--- src/rtl/libv_base_pkg.sv ---
// Shared libv base definitions: divider FSM states and signed saturation limits.
package libv_base_pkg;

    typedef enum logic [1:0] {
        ST_IDLE = 2'd0,
        ST_CALC = 2'd1,
        ST_FIX  = 2'd2,
        ST_DONE = 2'd3
    } sdiv_state_e;

    // Largest positive value of a signed wo-bit number, held in 33 bits.
    function automatic logic signed [32:0] sat_max(input int unsigned wo);
        return (33'sd1 <<< (wo - 1)) - 33'sd1;
    endfunction

    // Most negative value of a signed wo-bit number, held in 33 bits.
    function automatic logic signed [32:0] sat_min(input int unsigned wo);
        return -(33'sd1 <<< (wo - 1));
    endfunction

endpackage

--- src/rtl/libv_base_ssat.sv ---
// Signed saturation of a WI-bit value into WO bits, flagging when clamping occurred.
module libv_base_ssat
    import libv_base_pkg::*;
#(
    parameter int unsigned WI = 9,
    parameter int unsigned WO = 8
) (
    input  logic signed [WI-1:0] d_i,
    output logic        [WO-1:0] y_o,
    output logic                 ovf_o
);

    localparam logic signed [32:0] MAXV = sat_max(WO);
    localparam logic signed [32:0] MINV = sat_min(WO);

    logic signed [32:0] dx;

    always_comb begin
        dx    = 33'(d_i);
        y_o   = dx[WO-1:0];
        ovf_o = 1'b0;
        if (dx > MAXV) begin
            y_o   = MAXV[WO-1:0];
            ovf_o = 1'b1;
        end else if (dx < MINV) begin
            y_o   = MINV[WO-1:0];
            ovf_o = 1'b1;
        end
    end

endmodule

--- src/rtl/libv_base_sdiv.sv ---
// Multi-cycle signed divider: restoring division on magnitudes, then sign fix-up
// with quotient saturation and divide-by-zero handling.
module libv_base_sdiv
    import libv_base_pkg::*;
#(
    parameter int unsigned WIA = 8,
    parameter int unsigned WIB = 8,
    parameter int unsigned WO  = 8
) (
    input  logic           clk,
    input  logic           rst,
    input  logic           ena,
    input  logic           in_vld,
    output logic           in_rdy,
    input  logic [WIA-1:0] a,
    input  logic [WIB-1:0] b,
    output logic           out_vld,
    input  logic           out_rdy,
    output logic [WO-1:0]  q,
    output logic [WIB-1:0] r,
    output logic           ovf,
    output logic           dz
);

    localparam int unsigned W  = WIA + 1;
    localparam int unsigned CW = $clog2(WIA + 1);
    localparam logic signed [32:0] QMAX = sat_max(WO);
    localparam logic signed [32:0] QMIN = sat_min(WO);

    sdiv_state_e    state_q, state_d;
    logic [CW-1:0]  cnt_q, cnt_d;
    logic [W-1:0]   amag_q, amag_d;
    logic [W-1:0]   bmag_q, bmag_d;
    logic [W-1:0]   rem_q, rem_d;
    logic           sa_q, sa_d, sb_q, sb_d;
    logic [WO-1:0]  q_q, q_d;
    logic [WIB-1:0] r_q, r_d;
    logic           ovf_q, ovf_d, dz_q, dz_d;

    logic [W-1:0]   a_ext, b_ext, a_mag, b_mag;
    logic [W-1:0]   trial, diff, qmag, qsgn, rsgn;
    logic           ge;
    logic [WO-1:0]  sat_y;
    logic           sat_ovf;
    logic           unused;

    assign a_ext = {a[WIA-1], a};
    assign b_ext = W'($signed(b));
    assign a_mag = a[WIA-1] ? -a_ext : a_ext;
    assign b_mag = b[WIB-1] ? -b_ext : b_ext;

    // One restoring step: bring in the next dividend bit, subtract if it fits.
    assign trial = {rem_q[W-2:0], amag_q[WIA-1]};
    assign diff  = trial - bmag_q;
    assign ge    = (trial >= bmag_q);

    assign qmag = {1'b0, amag_q[WIA-1:0]};
    assign qsgn = (sa_q ^ sb_q) ? -qmag : qmag;
    assign rsgn = sa_q ? -rem_q : rem_q;

    assign unused = ^{diff[W-1], amag_q[WIA], rsgn[W-1:WIB]};

    libv_base_ssat #(
        .WI(W),
        .WO(WO)
    ) u_ssat (
        .d_i  (qsgn),
        .y_o  (sat_y),
        .ovf_o(sat_ovf)
    );

    always_comb begin
        state_d = state_q;
        cnt_d   = cnt_q;
        amag_d  = amag_q;
        bmag_d  = bmag_q;
        rem_d   = rem_q;
        sa_d    = sa_q;
        sb_d    = sb_q;
        q_d     = q_q;
        r_d     = r_q;
        ovf_d   = ovf_q;
        dz_d    = dz_q;
        in_rdy  = (state_q == ST_IDLE);
        out_vld = (state_q == ST_DONE);
        case (state_q)
            ST_IDLE: begin
                if (in_vld) begin
                    amag_d  = a_mag;
                    bmag_d  = b_mag;
                    rem_d   = '0;
                    sa_d    = a[WIA-1];
                    sb_d    = b[WIB-1];
                    cnt_d   = '0;
                    state_d = ST_CALC;
                end
            end
            ST_CALC: begin
                rem_d  = ge ? diff : trial;
                amag_d = {1'b0, amag_q[WIA-2:0], ge};
                cnt_d  = cnt_q + CW'(1);
                if (cnt_q == CW'(WIA - 1)) begin
                    state_d = ST_FIX;
                end
            end
            ST_FIX: begin
                if (bmag_q == '0) begin
                    q_d   = sa_q ? QMIN[WO-1:0] : QMAX[WO-1:0];
                    r_d   = '0;
                    ovf_d = 1'b0;
                    dz_d  = 1'b1;
                end else begin
                    q_d   = sat_y;
                    r_d   = rsgn[WIB-1:0];
                    ovf_d = sat_ovf;
                    dz_d  = 1'b0;
                end
                state_d = ST_DONE;
            end
            ST_DONE: begin
                if (out_rdy) begin
                    state_d = ST_IDLE;
                end
            end
            default: state_d = ST_IDLE;
        endcase
    end

    always_ff @(posedge clk or posedge rst) begin
        if (rst) begin
            state_q <= ST_IDLE;
            cnt_q   <= '0;
            amag_q  <= '0;
            bmag_q  <= '0;
            rem_q   <= '0;
            sa_q    <= 1'b0;
            sb_q    <= 1'b0;
            q_q     <= '0;
            r_q     <= '0;
            ovf_q   <= 1'b0;
            dz_q    <= 1'b0;
        end else if (ena) begin
            state_q <= state_d;
            cnt_q   <= cnt_d;
            amag_q  <= amag_d;
            bmag_q  <= bmag_d;
            rem_q   <= rem_d;
            sa_q    <= sa_d;
            sb_q    <= sb_d;
            q_q     <= q_d;
            r_q     <= r_d;
            ovf_q   <= ovf_d;
            dz_q    <= dz_d;
        end
    end

    assign q   = q_q;
    assign r   = r_q;
    assign ovf = ovf_q;
    assign dz  = dz_q;

endmodule

--- config.mk ---
export PLATFORM = sky130hd
export DESIGN_NAME = libv_base_sdiv
export DESIGN_NICKNAME = d
export VERILOG_FILES = /design/src/rtl/libv_base_pkg.sv /design/src/rtl/libv_base_ssat.sv /design/src/rtl/libv_base_sdiv.sv
export SDC_FILE = /design/constraint.sdc
export NUM_CORES = 1
export LEC_CHECK = 0
export ABC_CLOCK_PERIOD_IN_PS = 4000
export CAP_MARGIN = 5
export CELL_PAD_IN_SITES_DETAIL_PLACEMENT = 2
export CELL_PAD_IN_SITES_GLOBAL_PLACEMENT = 2
export CORE_MARGIN = 5
export CORE_UTILIZATION = 37
export DETAILED_ROUTE_END_ITERATION = 16
export PLACE_DENSITY_LB_ADDON = 0.1
export REMOVE_ABC_BUFFERS = 1
export SLEW_MARGIN = 20
export SYNTH_ARGS = -nofsm -noshare
export SYNTH_HDL_FRONTEND = slang
export SYNTH_SLANG_ARGS = --single-unit
--- constraint.sdc ---
create_clock -name clk -period 4 [get_ports clk]
set_clock_uncertainty 0.2 [all_clocks]
set_input_delay 0.4 -clock clk [delete_from_list [all_inputs] [get_ports clk]]
set_output_delay 0.4 -clock clk [all_outputs]
set_load 0.02 [all_outputs]
* After elaboration in Yosys (flattened, before gate mapping) *
Index checks and enable logic that the tools add are counted.

storage, ports and cells
  register bits after elaboration = 51
  input port bits = 21
  output and inout bits = 20
  logic and storage cells = 59

operators by class
  add/subtract/negate cells = 6
  $lt $le $gt $ge = 3
  eq/ne operators = 7
  multiplexer cells = 24
  bitwise operators = 1
  reductions and logical operators = 7

operator list
  kind                 count
  $mux 8               10
  $pmux 8 s2           2
  $mux 9               2
  $neg 8->8            2
  $ge 9x9->1           1
  $gt 9x8->1 const B   1
  $logic_not 9->1      1
  $lt 9x8->1 const B   1
  $neg 8->9            1
  $neg 9->9            1
  $pmux 2 s4           1
  $pmux 4 s2           1
  $sub 8x8->8          1
  $mux 2               3
  $reduce_and 3->1     2
  $add 4x1->4 const B  1
  $eq 2x2->1 const B   2
  $eq 4x3->1 const B   1
  $mux 1               4
  $mux 4               1
  $ne 2x2->1 const B   2
  $reduce_and 4->1     1
  $eq 2x1->1 const B   1
  $logic_not 2->1      1
  other kinds (4)      4

* Longest topological paths before layout *
  word-level depth = 6
  gate-level depth with buffers = 10
  mapped depth without buffers = 10

* By module *
Synthesis repeated with hierarchy kept, for this count alone.

unflattened totals
  cells, all modules = 370
  area, all modules = 3253.1 sq um

by module, submodules not included
  module          instances  cells an instance  area each (sq um)  sequential area each (sq um)
  libv_base_sdiv  1          359                3153.0             1276.2
  libv_base_ssat  1          11                 100.1              0.0

* Worst setup path before layout *
OpenSTA, ideal clock, no wires.

  kind = register to register
  start = register rem_q[0]
  end = register rem_q[1]
  library setup time = 0.136 ns
  arrival time = 1.934 ns
  required time = 3.664 ns
  setup slack = 1.731 ns
  stages on the path, launching flop included = 9
  path buffers = 1
  clock period less this slack = 2.269 ns
  cell sequence = dfrtp_1 ha_1 nor2b_1 o31a_1 o21ai_1 o211a_1 buf_4 mux2i_1 o22ai_1

on the way
  word-level cells in the longest chain between the ends = 3
  elaborated cells on any way between the ends = 4
  classes of those cells = add/sub: 1; order compare: 1; mux: 2

ends and longest elaborated chain
  item                                       RTL line                                    source
  from (decl)                                libv_base_sdiv.sv:34                        logic [W-1:0] rem_q, rem_d;
  from (signal assigned)                     libv_base_sdiv.sv:147                       rem_q <= rem_d;
  $sub 8x8->8 or $ge 9x9->1 (tied branches)  libv_base_sdiv.sv:54, libv_base_sdiv.sv:55
  $mux 8 (*)                                 libv_base_sdiv.sv:99                        rem_d = ge ? diff : trial;
  $pmux 8 s2 (*)                             libv_base_sdiv.sv:86                        case (state_q)

Every way passes the cells marked *; elsewhere a longest branch is shown, timed or not.
A chain may end at the register's enable or synchronous reset.

* Worst setup path in the final report *
  start = register state_q[1]
  end = register amag_q[7]

on the way
  word-level cells in the longest chain between the ends = 3
  elaborated cells on any way between the ends = 6
  classes of those cells = eq/ne: 2; mux: 1; reduce/logical: 3

ends and longest elaborated chain
  item                                                              RTL line               source
  from (decl)                                                       libv_base_sdiv.sv:30   sdiv_state_e state_q, state_d;
  from (signal assigned)                                            libv_base_sdiv.sv:143  state_q <= state_d;
  $eq 2x1->1 or $logic_not 2->1 (tied branches)                     libv_base_sdiv.sv:86
  $reduce_bool 2->1 (no source line) or $ne 2x2->1 (tied branches)  n/a
  $reduce_and 3->1 (no source line)                                 n/a
  to (signal assigned)                                              libv_base_sdiv.sv:145  amag_q <= amag_d;
  to (decl)                                                         libv_base_sdiv.sv:32   logic [W-1:0] amag_q, amag_d;

Parallel ways exist; a longest one is shown, timed or not.

==> summary.txt <==
Synth
  – Ys async rst share: 1.00
  – Seq/Total Area, Yosys: 0.400
  – Largest family of logic cells by synthesized area: compound AO/OA/AOI/OAI gates
  – Compound-Gate Fraction of Synth Area: 0.199
  – Mapped Avg Cell Area: ~9.1 um^2
  – Top FF cell, synth: dfrtp_1
  – Multiplexer share of the synthesized area: 0.0322
  – Post-synthesis xor/xnor area fraction: 0.0797
  – Adder-cell share of the synthesized area: 0.0770
  – Post-Syn Area: approximately 0.0032 mm^2
  – Syn Inst Count: roughly 350
  – Post-Synth Simple-Gate Area: 0.160
  – Yosys reg bits: a little over 50
  – Yosys warns: 0
  – Unique masters post-synth: 52
  – EDFF count, synth: 0

Cells and area
  – Final nets: between 400 and 500
  – Fin area: approximately 0.0038 mm^2
  – Filler cells: roughly 930
  – Fin cells: between 400 and 500
  – ANT cells: 0
  – Fraction of layout cells with a size suffix above 1: 0.0415
  – Final core occ: 0.457
  – Area growth syn-to-layout: 19.0%

Global routing
  – Vias in the first global route: roughly 3000
  – Gr ovfl total: 0
  – Largest net degree at the start of global routing: 52
  – Global-route wire length before repair: roughly 15000 um
  – Initial antenna violation count: 0
  – All-layer global routing usage: 0.181

Clock network
  – Post-CTS Resized: 0
  – H-tree depth: 2
  – Clock Pin Slew Worst Setup and Hold Paths: about 100 ps
  – Clock sinks: just over 50
  – Clk Latency, worst-skew pair: 310 ps
  – Setup bufs post-CTS: 0
  – CTS Buf Count: 5
  – Hold Buf Count CTS: 0
  – Max Root-Sink Buffers: 2
  – CTS tree: built
  – Root Buffer: clkbuf_8

STA
  – Final min period: between 2000 and 3000 ps
  – Worst slew pin tran: ~900 ps
  – RSZ-0062 raised after global routing: false
  – Slew headroom: 0.402
  – Setup TNS: 0 ps
  – Final setup fails: 0
  – Final slew viol count: 0
  – Peak Freq: 356 MHz
  – Final hold vios: 0
  – Fin crit share: 0.701

Power
  – Peak VDD IR: around 0.00027 V
  – Power per Cell Area: 866 mW/mm^2
  – Leakage: between 1.5 and 2 nW
  – Total power: ~0.0033 W

Placed design
  – Buffers on Ports: 40
  – Dpl cells: between 400 and 500
  – Placer Congestion: 0.769
  – Placed cell areas: approximately 0.0037 mm^2
  – Hpwl dp: 6740 um

Detailed routing
  – WL/cell: ~18 um
  – Wl on met1: ~4000 um
  – Detailed Route WL: roughly 9000 um
  – Vias per cell: between 5 and 6
  – Highest metal used: met4
  – Drt first pass iters: 4
  – Metal3 WL: 238 um
  – Met2 WL: ~4400 um
  – # DRC: 0
  – Initial DRC Count: between 80 and 90
  – Final ANT Viol Nets: 0
  – Via Count: 2713

Floorplan
  – Core Region: a little over 0.008 mm^2
  – Die extent in y: between 100 and 150 um
  – Row count: 33
  – DIE WIDTH: a little over 100 um
  – Die area: ~0.011 mm^2
  – Initial core utilization: 0.384
  – Io pins: 41

Min path
  – Worst hold-check path type: reg2reg
  – Worst hold stages: 2
  – Hold Crit Start: q[7]
  – Hold endpoint: q[7]

Outcome
  – Status: finished clean

Flow run
  – Max-cap violation count: 0

Critical path
  – CP arrival: roughly 2800 ps
  – Setup crit start kind: flip-flop
  – Reg2Reg Depth: 6
  – Worst Setup End Kind: flip-flop
  – Critical R2R Capture: amag_q[7]
  – Critical-path maximum fanout: 19
  – Flop-to-flop setup slack: about 1200 ps
  – Critical path class: reg2reg
  – RR Startpoint: state_q[1]
  – WP data required: 3990 ps
-- cell usage after synthesis (all sizes together), types with 2 or more instances --
cell	n	area, um^2
a31oi	2	12.5
nor3	7	35.0
and2	3	18.8
o21ai	34	170
o21a	2	15.0
inv	23	86.3
xnor2	19	166
dfrtp	51	1280
nor4	2	12.5
nand4	2	12.5
nor2	29	109
nor2b	4	25.0
a21o	2	15.0
o31ai	7	66.3
nand2	40	150
ha	18	225
clkbuf	10	47.5
a22o	12	106
o41ai	2	17.5
nand3	7	35.0
or3	4	30.0
mux2i	8	80.1
buf	5	31.3
a32oi	2	17.5
nand2b	6	37.5
and3	3	18.8
a21oi	14	70.1
o21bai	2	15.0
o221ai	6	52.6
mux2	2	22.5
xor2	10	87.6
-- stage by stage --
step / setup WS (ps) / hold slack (ps)
after floorplan: 1680 / 272
after global placement: 1420 / 274
after detailed placement: 1250 / 270
after CTS: 1210 / 301
after global routing: 928 / 326
final: 1190 / 297
-- critical path, cell delays in order (launching register included) --
cell and delay, ps:
dfrtp_1 420, inv_1 110, ha_1 570, nand3_1 500
and2_1 500, a221oi_1 320, a21oi_1 70
-- placed cells by master, fill, tap and decap left out, types with 7 or more instances in the layout --
cell	instances
nor2_1	29
inv_1	22
mux2i_1	8
clkdlybuf4s50_1	40
dfrtp_1	51
nand3_1	7
xnor2_1	19
ha_1	18
nand2_1	40
xor2_1	10
nor3_1	7
a21oi_1	14
o21ai_0	33
a22o_1	11
-- cell families after synthesis --
group / count (synthesis)
simple gates: 110
flops: 51
fa+ha+maj: 19
xor+xnor: 29
mux: 10
compound gates: 94
buf+inv: 38
-- metal layers --
| layer | track usage | up-vias |
|---|---|---|
| met5 | 0 | - |
| met4 | 0.0538 | 0 |
| met3 | 0.0244 | 12 |
| met2 | 0.312 | 43 |
| met1 | 0.238 | 1356 |
| li1 | - | 1302 |
-- area by class of cell --
class | count | area, um^2 | area share
Tap cell | 105 | 131 | 0.0346
Clock inverter | 3 | 67.6 | 0.0178
Clock buffer | 5 | 68.8 | 0.0181
Multi-Input combinational cell | 262 | 1750 | 0.460
Sequential cell | 51 | 1280 | 0.337
Inverter | 23 | 87.6 | 0.0231
Timing Repair Buffer | 42 | 415 | 0.110
-- registers in the layout, summed over array words and instances, names as in the netlist --
name and flops:
bmag_q 9, amag_q 8, q 8, r 8, rem_q 8, cnt_q 4
state_q 2, dz 1, ovf 1, sa_q 1, sb_q 1
-- power by group --
| group | internal [W] | switching, W |
|---|---|---|
| logic | 0.000831 | 0.00104 |
| clock network | 0.000250 | 0.000181 |
| registers | 0.000734 | 0.000247 |
| total | 0.00181 | 0.00147 |
-- worst max-delay path by stage --
stage               cells after the start  slack, ps   endpoint       start
floorplan                               6       1680  amag_q[7]  state_q[0]
global placement                        6       1420  amag_q[7]  state_q[1]
detailed placement                      6       1250  amag_q[7]  state_q[1]
CTS                                     6       1210  amag_q[7]  state_q[1]
global route                            6        930  amag_q[7]  state_q[1]
finish                                  6       1190  amag_q[7]  state_q[1]
(Power assumes the default switching activity.)
